**config.mk**
```make
export PLATFORM = sky130hd
export DESIGN_NAME = ps2_scancode_decoder_flat
export DESIGN_NICKNAME = d
export VERILOG_FILES = /design/src/rtl/ps2_scancode_decoder_if.sv /design/src/rtl/ps2_scancode_decoder.sv /design/src/flat_wrapper.sv
export SDC_FILE = /design/constraint.sdc
export NUM_CORES = 1
export LEC_CHECK = 0
export ABC_AREA = 0
export CORE_MARGIN = 4
export CORE_UTILIZATION = 55
export DETAILED_ROUTE_END_ITERATION = 8
export PLACE_DENSITY = 0.8
export SYNTH_ARGS = -nofsm -noshare
export SYNTH_HDL_FRONTEND = slang
export SYNTH_SLANG_ARGS = --single-unit
```
**constraint.sdc**
```tcl
create_clock -name clk -period 3.3 [get_ports clk]
set_clock_uncertainty 0.15 [all_clocks]
set_input_delay 0.66 -clock clk [delete_from_list [all_inputs] [get_ports clk]]
set_output_delay 0.66 -clock clk [all_outputs]
set_load 0.02 [all_outputs]
```
**src/rtl/ps2_scancode_decoder_if.sv**
```systemverilog
`default_nettype none
// ============================================================================
// Module      : ps2_scancode_decoder_if
// Description : Bundle of the upstream FIFO pop handshake and the decoded
//               key-event outputs of ps2_scancode_decoder.
//               master = upstream byte source / event consumer,
//               slave  = the decoder itself.
// Revision    : 1.0 - initial release
// ============================================================================
interface ps2_scancode_decoder_if;
  logic       ready;        // upstream FIFO non-empty
  logic [7:0] data;         // upstream FIFO head byte
  logic       nextdata_n;   // active-low pop request
  logic       key_valid;    // one-cycle event strobe
  logic [7:0] key_code;     // set-2 code of the event key
  logic [7:0] key_ascii;    // ASCII of key_code, 0x00 if unmapped
  logic       key_break;    // event is a release
  logic       key_ext;      // event was E0-prefixed
  logic       key_held;     // a key is currently pressed
  logic [7:0] press_count;  // number of emitted make events

  modport master (
    output ready, data,
    input  nextdata_n, key_valid, key_code, key_ascii, key_break, key_ext,
           key_held, press_count
  );

  modport slave (
    input  ready, data,
    output nextdata_n, key_valid, key_code, key_ascii, key_break, key_ext,
           key_held, press_count
  );
endinterface
`default_nettype wire

```
**src/rtl/ps2_scancode_decoder.sv**
```systemverilog
`default_nettype none
// ============================================================================
// Module      : ps2_scancode_decoder
// Description : Pops PS/2 set-2 scan-code bytes from an upstream receiver
//               FIFO (one byte per two cycles), folds E0/F0 prefixes into the
//               following key byte and emits one key event per key byte with
//               ASCII translation, held-key tracking and a make counter.
//               Optional feature macro: PS2DEC_REPEAT_FILTER_EN - when defined,
//               typematic repeats of the currently held key are dropped.
// Revision    : 1.0 - initial release
// ============================================================================
module ps2_scancode_decoder (
  input  wire logic               clk,
  input  wire logic               rst,
  ps2_scancode_decoder_if.slave   bus
);

  localparam logic [7:0] c_PREFIX_EXT = 8'hE0;
  localparam logic [7:0] c_PREFIX_BRK = 8'hF0;
  localparam logic [7:0] c_DEV_ERR    = 8'h00;
  localparam logic [7:0] c_DEV_OVR    = 8'hFF;

  typedef enum logic [0:0] {
    IDLE = 1'b0,
    POP  = 1'b1
  } state_t;

  state_t     state_q,       state_d;
  logic [7:0] byte_q,        byte_d;
  logic       nextdata_n_q,  nextdata_n_d;
  logic       key_valid_q,   key_valid_d;
  logic [7:0] key_code_q,    key_code_d;
  logic [7:0] key_ascii_q,   key_ascii_d;
  logic       key_break_q,   key_break_d;
  logic       key_ext_q,     key_ext_d;
  logic       key_held_q,    key_held_d;
  logic [7:0] press_count_q, press_count_d;
  logic       ext_pend_q,    ext_pend_d;
  logic       brk_pend_q,    brk_pend_d;
  logic [7:0] held_code_q,   held_code_d;
  logic       held_ext_q,    held_ext_d;

  logic       is_match;      // captured key equals the held key (code + ext)
  logic       drop_repeat;   // make is a typematic repeat to be suppressed

  // Set-2 to ASCII for the non-extended letter and digit keys only.
  function automatic logic [7:0] set2_to_ascii(input logic [7:0] code);
    logic [7:0] a;
    a = 8'h00;
    case (code)
      8'h1C: a = 8'h41; 8'h32: a = 8'h42; 8'h21: a = 8'h43; 8'h23: a = 8'h44;
      8'h24: a = 8'h45; 8'h2B: a = 8'h46; 8'h34: a = 8'h47; 8'h33: a = 8'h48;
      8'h43: a = 8'h49; 8'h3B: a = 8'h4A; 8'h42: a = 8'h4B; 8'h4B: a = 8'h4C;
      8'h3A: a = 8'h4D; 8'h31: a = 8'h4E; 8'h44: a = 8'h4F; 8'h4D: a = 8'h50;
      8'h15: a = 8'h51; 8'h2D: a = 8'h52; 8'h1B: a = 8'h53; 8'h2C: a = 8'h54;
      8'h3C: a = 8'h55; 8'h2A: a = 8'h56; 8'h1D: a = 8'h57; 8'h22: a = 8'h58;
      8'h35: a = 8'h59; 8'h1A: a = 8'h5A;
      8'h45: a = 8'h30; 8'h16: a = 8'h31; 8'h1E: a = 8'h32; 8'h26: a = 8'h33;
      8'h25: a = 8'h34; 8'h2E: a = 8'h35; 8'h36: a = 8'h36; 8'h3D: a = 8'h37;
      8'h3E: a = 8'h38; 8'h46: a = 8'h39;
      default: a = 8'h00;
    endcase
    return a;
  endfunction

  // Next-state and decode: capture a byte on entry to POP, decode it on exit.
  always_comb begin
    state_d       = state_q;
    byte_d        = byte_q;
    nextdata_n_d  = 1'b1;
    key_valid_d   = 1'b0;
    key_code_d    = key_code_q;
    key_ascii_d   = key_ascii_q;
    key_break_d   = key_break_q;
    key_ext_d     = key_ext_q;
    key_held_d    = key_held_q;
    press_count_d = press_count_q;
    ext_pend_d    = ext_pend_q;
    brk_pend_d    = brk_pend_q;
    held_code_d   = held_code_q;
    held_ext_d    = held_ext_q;
    is_match      = (byte_q == held_code_q) && (ext_pend_q == held_ext_q);
`ifdef PS2DEC_REPEAT_FILTER_EN
    drop_repeat   = !brk_pend_q && key_held_q && is_match;
`else
    drop_repeat   = 1'b0;
`endif

    case (state_q)
      IDLE: begin
        if (bus.ready) begin
          state_d      = POP;
          byte_d       = bus.data;
          nextdata_n_d = 1'b0;   // low for exactly the POP cycle
        end
      end
      POP: begin
        state_d = IDLE;
        if (byte_q == c_PREFIX_EXT) begin
          ext_pend_d = 1'b1;
        end else if (byte_q == c_PREFIX_BRK) begin
          brk_pend_d = 1'b1;
        end else if ((byte_q == c_DEV_ERR) || (byte_q == c_DEV_OVR)) begin
          // Device error/overrun poisons any partial sequence.
          ext_pend_d = 1'b0;
          brk_pend_d = 1'b0;
        end else begin
          if (!drop_repeat) begin
            key_valid_d = 1'b1;
            key_code_d  = byte_q;
            key_ascii_d = ext_pend_q ? 8'h00 : set2_to_ascii(byte_q);
            key_break_d = brk_pend_q;
            key_ext_d   = ext_pend_q;
            if (brk_pend_q) begin
              if (is_match) key_held_d = 1'b0;
            end else begin
              key_held_d    = 1'b1;
              held_code_d   = byte_q;
              held_ext_d    = ext_pend_q;
              press_count_d = press_count_q + 8'd1;
            end
          end
          ext_pend_d = 1'b0;
          brk_pend_d = 1'b0;
        end
      end
      default: state_d = IDLE;
    endcase
  end

  // State register; reset also aborts a pop in progress.
  always_ff @(posedge clk or posedge rst) begin
    if (rst) begin
      state_q       <= IDLE;
      byte_q        <= 8'h00;
      nextdata_n_q  <= 1'b1;
      key_valid_q   <= 1'b0;
      key_code_q    <= 8'h00;
      key_ascii_q   <= 8'h00;
      key_break_q   <= 1'b0;
      key_ext_q     <= 1'b0;
      key_held_q    <= 1'b0;
      press_count_q <= 8'h00;
      ext_pend_q    <= 1'b0;
      brk_pend_q    <= 1'b0;
      held_code_q   <= 8'h00;
      held_ext_q    <= 1'b0;
    end else begin
      state_q       <= state_d;
      byte_q        <= byte_d;
      nextdata_n_q  <= nextdata_n_d;
      key_valid_q   <= key_valid_d;
      key_code_q    <= key_code_d;
      key_ascii_q   <= key_ascii_d;
      key_break_q   <= key_break_d;
      key_ext_q     <= key_ext_d;
      key_held_q    <= key_held_d;
      press_count_q <= press_count_d;
      ext_pend_q    <= ext_pend_d;
      brk_pend_q    <= brk_pend_d;
      held_code_q   <= held_code_d;
      held_ext_q    <= held_ext_d;
    end
  end

  assign bus.nextdata_n  = nextdata_n_q;
  assign bus.key_valid   = key_valid_q;
  assign bus.key_code    = key_code_q;
  assign bus.key_ascii   = key_ascii_q;
  assign bus.key_break   = key_break_q;
  assign bus.key_ext     = key_ext_q;
  assign bus.key_held    = key_held_q;
  assign bus.press_count = press_count_q;

endmodule
`default_nettype wire
```
**src/flat_wrapper.sv**
```systemverilog
// flat-port wrapper written by rule: the top's interface ports become plain ports
module ps2_scancode_decoder_flat 
  (clk, rst, bus_ready, bus_data, bus_nextdata_n, bus_key_valid, bus_key_code, bus_key_ascii, bus_key_break, bus_key_ext, bus_key_held, bus_press_count);
  ps2_scancode_decoder_if bus_i ();
  input  wire logic clk;
  input  wire logic rst;
  input wire logic [$bits(bus_i.ready)-1:0] bus_ready;
  input wire logic [$bits(bus_i.data)-1:0] bus_data;
  output wire logic [$bits(bus_i.nextdata_n)-1:0] bus_nextdata_n;
  output wire logic [$bits(bus_i.key_valid)-1:0] bus_key_valid;
  output wire logic [$bits(bus_i.key_code)-1:0] bus_key_code;
  output wire logic [$bits(bus_i.key_ascii)-1:0] bus_key_ascii;
  output wire logic [$bits(bus_i.key_break)-1:0] bus_key_break;
  output wire logic [$bits(bus_i.key_ext)-1:0] bus_key_ext;
  output wire logic [$bits(bus_i.key_held)-1:0] bus_key_held;
  output wire logic [$bits(bus_i.press_count)-1:0] bus_press_count;
  assign bus_i.ready = bus_ready;
  assign bus_i.data = bus_data;
  assign bus_nextdata_n = bus_i.nextdata_n;
  assign bus_key_valid = bus_i.key_valid;
  assign bus_key_code = bus_i.key_code;
  assign bus_key_ascii = bus_i.key_ascii;
  assign bus_key_break = bus_i.key_break;
  assign bus_key_ext = bus_i.key_ext;
  assign bus_key_held = bus_i.key_held;
  assign bus_press_count = bus_i.press_count;
  ps2_scancode_decoder u_core (.clk(clk), .rst(rst), .bus(bus_i));
endmodule
```
==> impl_metrics.json <==
{
  "vias_per_cell": 5.89,
  "drv_slew": 0,
  "grt_first_pass_wirelength_um": 11300,
  "p_leak_uw": 0.00140,
  "start_kind": "flip-flop",
  "crit_chain": "inv_1 > ha_1 > or3b_1 > a211oi_1 > or3b_1 > buf_4 > nand2_1 > o41ai_1",
  "numCtsBuffers": 5,
  "yosys_warnings": 0,
  "postCtsHoldBufs": 0,
  "grtUsageTotal": 0.230,
  "worstHoldStart": "u_core.bus.key_code[5]",
  "wl_per_cell_um": 17.3,
  "start_util": 0.586,
  "h-tree-depth": 2,
  "switchingPower_uw": 746,
  "yosys.area_share.simple": 0.170,
  "muxShareOfSynthArea": 0.0811,
  "crit_family": "simple AND/OR/NAND/NOR gates",
  "routed_wl_um": 6750,
  "gp_congestion": 0.877,
  "syn-mean-instance-area_um2": 9.82,
  "setup.worst_path.end_class": "flip-flop",
  "placedCellCount": 382,
  "internal-power_uw": 1250,
  "reg2reg_from": "u_core.byte_q[1]",
  "grt_pass1_vias": 2151,
  "synth_area_leader_cell": "dfrtp_1",
  "hold_viol": 0,
  "cellPowerDensity_mw_per_mm2": 599,
  "r2r_setup_slack_ps": 420,
  "maxSlewHeadroom": 0.361,
  "cts_setup_buffers": 0,
  "clkLatencyLatePin_ps": 300,
  "clockBufferDepth": 2,
  "layout.cells.non_filler": 390,
  "post-route-util": 0.689,
  "cts_num_sinks": 48,
  "syn2layout_area_growth_pct": 17.6,
  "port_buffers": 38,
  "slowest_delay_ps": 530,
  "path_buf_inv": 2,
  "place_area_mm2": 0.00324,
  "synthMostInstantiatedCell": "dfrtp_1",
  "synth_edf_count": 0,
  "drt-initial-drc-count": 206,
  "hold_end": "u_core.bus.key_code[5]",
  "max_cap_viol_count": 0,
  "worst-setup-path-type": "flip-flop to flip-flop",
  "yosysSeqAreaShare": 0.424,
  "clock-root-buffer": "clkbuf_8",
  "p_sw_frac": 0.373,
  "syn_inst": 289,
  "period_share": 0.874,
  "cts_tree": "yes",
  "setup_violations": 0,
  "async_flop_share": 1.00,
  "synth_compound_area_frac": 0.174,
  "clk_pin_slew_worst_paths_ps": 90,
  "status": "complete, no violations",
  "synthDistinctLibCells": 61,
  "drive_gt1_frac": 0.133,
  "clkPwrFrac": 0.184,
  "crit_arrival_ps": 2930,
  "r2r_cells": 8,
  "fmax_ghz": 0.347,
  "synthAdderAreaFrac": 0.0353,
  "crit_fanout": 15,
  "io_pins": 40,
  "n_antenna_cell": 0,
  "synth_top_family_by_area": "compound AO/OA/AOI/OAI gates",
  "nets": 341,
  "post-route-min-period_ps": 2880,
  "synthTopCellsByArea": "dfrtp_1 41%, nand2_1 5.4%, ha_1 3.5%",
  "die_x_um": 79.8,
  "setup_tns_ps": 0,
  "synth_xor_area_frac": 0.0494,
  "power_frac_comb": 0.394,
  "rows": 25,
  "worst_slew_pin_slew_ps": 956,
  "dr.pass1.iters": 5,
  "synthTopCellsByCount": "47 x dfrtp_1, 41 x nand2_1, 15 x o21ai_0",
  "crit_slowest_cell": "dfrtp_1",
  "antenna_found_initial": 0,
  "cts_resized": 0,
  "ant_nets": 0,
  "die_y_um": 79.8,
  "synth_area_mm2": 0.00284,
  "r2r_end": "u_core.bus.key_ascii[3]",
  "grt-ovfl-total": 0,
  "ff_latch_area_mm2": 0.00120,
  "coreArea_mm2": 0.00485,
  "die_area_mm2": 0.00638,
  "rsz0062_at_grt": "no",
  "min_path_type": "flip-flop to flip-flop",
  "cpMostUsedCell": "or3b_1",
  "fill_cells": 384,
  "multi_input_area_mm2": 0.00145,
  "grt_max_degree": 49,
  "drc": 0,
  "cp.required_ps": 3340,
  "dp_hpwl_um": 4920,
  "synth_top_area_frac": 0.414,
  "vias": 2297,
  "postLayoutCellArea_mm2": 0.00334,
  "seqPwrFrac": 0.422,
  "peakVddDrop_mv": 0.395,
  "syn-num-nets": 308,
  "ys.flop_type": "dfrtp_1",
  "ys_ff_latch": 48,
  "holdPathStages": 2
}
power by group through the flow:
| stage | registers, uW | clock network, uW | logic, uW |
|---|---|---|---|
| 6_report | 843 | 369 | 787 |
| 3_3_place_gp | 846 | 0 | 781 |
| 4_1_cts | 840 | 381 | 790 |
| 2_1_floorplan | 897 | 0 | 458 |
| 3_5_place_dp | 851 | 0 | 788 |
| 5_1_grt | 864 | 401 | 859 |
cell families after synthesis:
logic type,after synthesis
flops,48
compound gates,67
other cells,1
simple gates,96
mux,19
xor+xnor,16
fa+ha+maj,8
buf+inv,34
sequential cells by signal, indices dropped and copies added, names as in the netlist:
register,count
u_core.bus.nextdata_n,1
u_core.bus.key_ascii,7
u_core.bus.key_ext,1
u_core.bus.key_valid,1
u_core.held_ext_q,1
u_core.brk_pend_q,1
u_core.bus.key_break,1
u_core.byte_q,8
u_core.bus.press_count,8
u_core.bus.key_held,1
u_core.bus.key_code,8
u_core.ext_pend_q,1
u_core.held_code_q,8
u_core.state_q,1
worst register-to-register path, stage by stage (launching register included):
cell and delay [ps]:
dfrtp_1 530, inv_1 270, ha_1 310, or3b_1 360, a211oi_1 350, or3b_1 420
buf_4 270, nand2_1 70, o41ai_1 60
per-layer routing:
layer | GRT usage | share of wire
met3 | 0.0305 | 0.049
met5 | 0 | 0
met4 | 0.0557 | 0.0093
met2 | 0.369 | 0.47
met1 | 0.329 | 0.47
metrics by stage:
step | power, uW | worst slack, ps | hold WS (ps)
final | 2000 | 415 | 339
after global routing | 2120 | 190 | 368
after CTS | 2010 | 417 | 344
after detailed placement | 1640 | 432 | 322
after global placement | 1630 | 518 | 310
after floorplan | 1360 | 754 | 351
worst max-delay path by stage:
| stage | slack (ps) | cells past startpoint | to | start |
|---|---|---|---|---|
| after floorplan | 750 | 8 | u_core.held_code_q[0] | u_core.byte_q[1] |
| after global placement | 520 | 8 | u_core.bus.key_ascii[3] | u_core.byte_q[1] |
| after detailed placement | 430 | 7 | u_core.bus.key_ascii[1] | u_core.byte_q[1] |
| after CTS | 420 | 8 | u_core.bus.key_ascii[3] | u_core.byte_q[1] |
| after global routing | 190 | 8 | u_core.bus.key_ascii[3] | u_core.byte_q[1] |
| final | 420 | 8 | u_core.bus.key_ascii[3] | u_core.byte_q[1] |
cell type report:
| cell class | count | share of cell area |
|---|---|---|
| Tap cell | 67 | 0.0251 |
| Timing Repair Buffer | 49 | 0.139 |
| Inverter | 11 | 0.0124 |
| Multi-Input combinational cell | 207 | 0.434 |
| Clock buffer | 6 | 0.0247 |
| Clock inverter | 2 | 0.00450 |
| Sequential cell | 48 | 0.360 |
placed cells by master (no fill, tap or decap), drive strengths merged, types with 8 or more instances in the layout:
| master | n |
|---|---|
| nand2b | 8 |
| inv | 9 |
| xor2 | 10 |
| ha | 8 |
| a21oi | 9 |
| clkdlybuf4s50 | 38 |
| mux2 | 14 |
| o21ai | 18 |
| nand2 | 41 |
| dfrtp | 47 |
| nor2 | 12 |
| nand3 | 8 |
| buf | 11 |
Note: power is estimated with default switching activity, not from simulation.
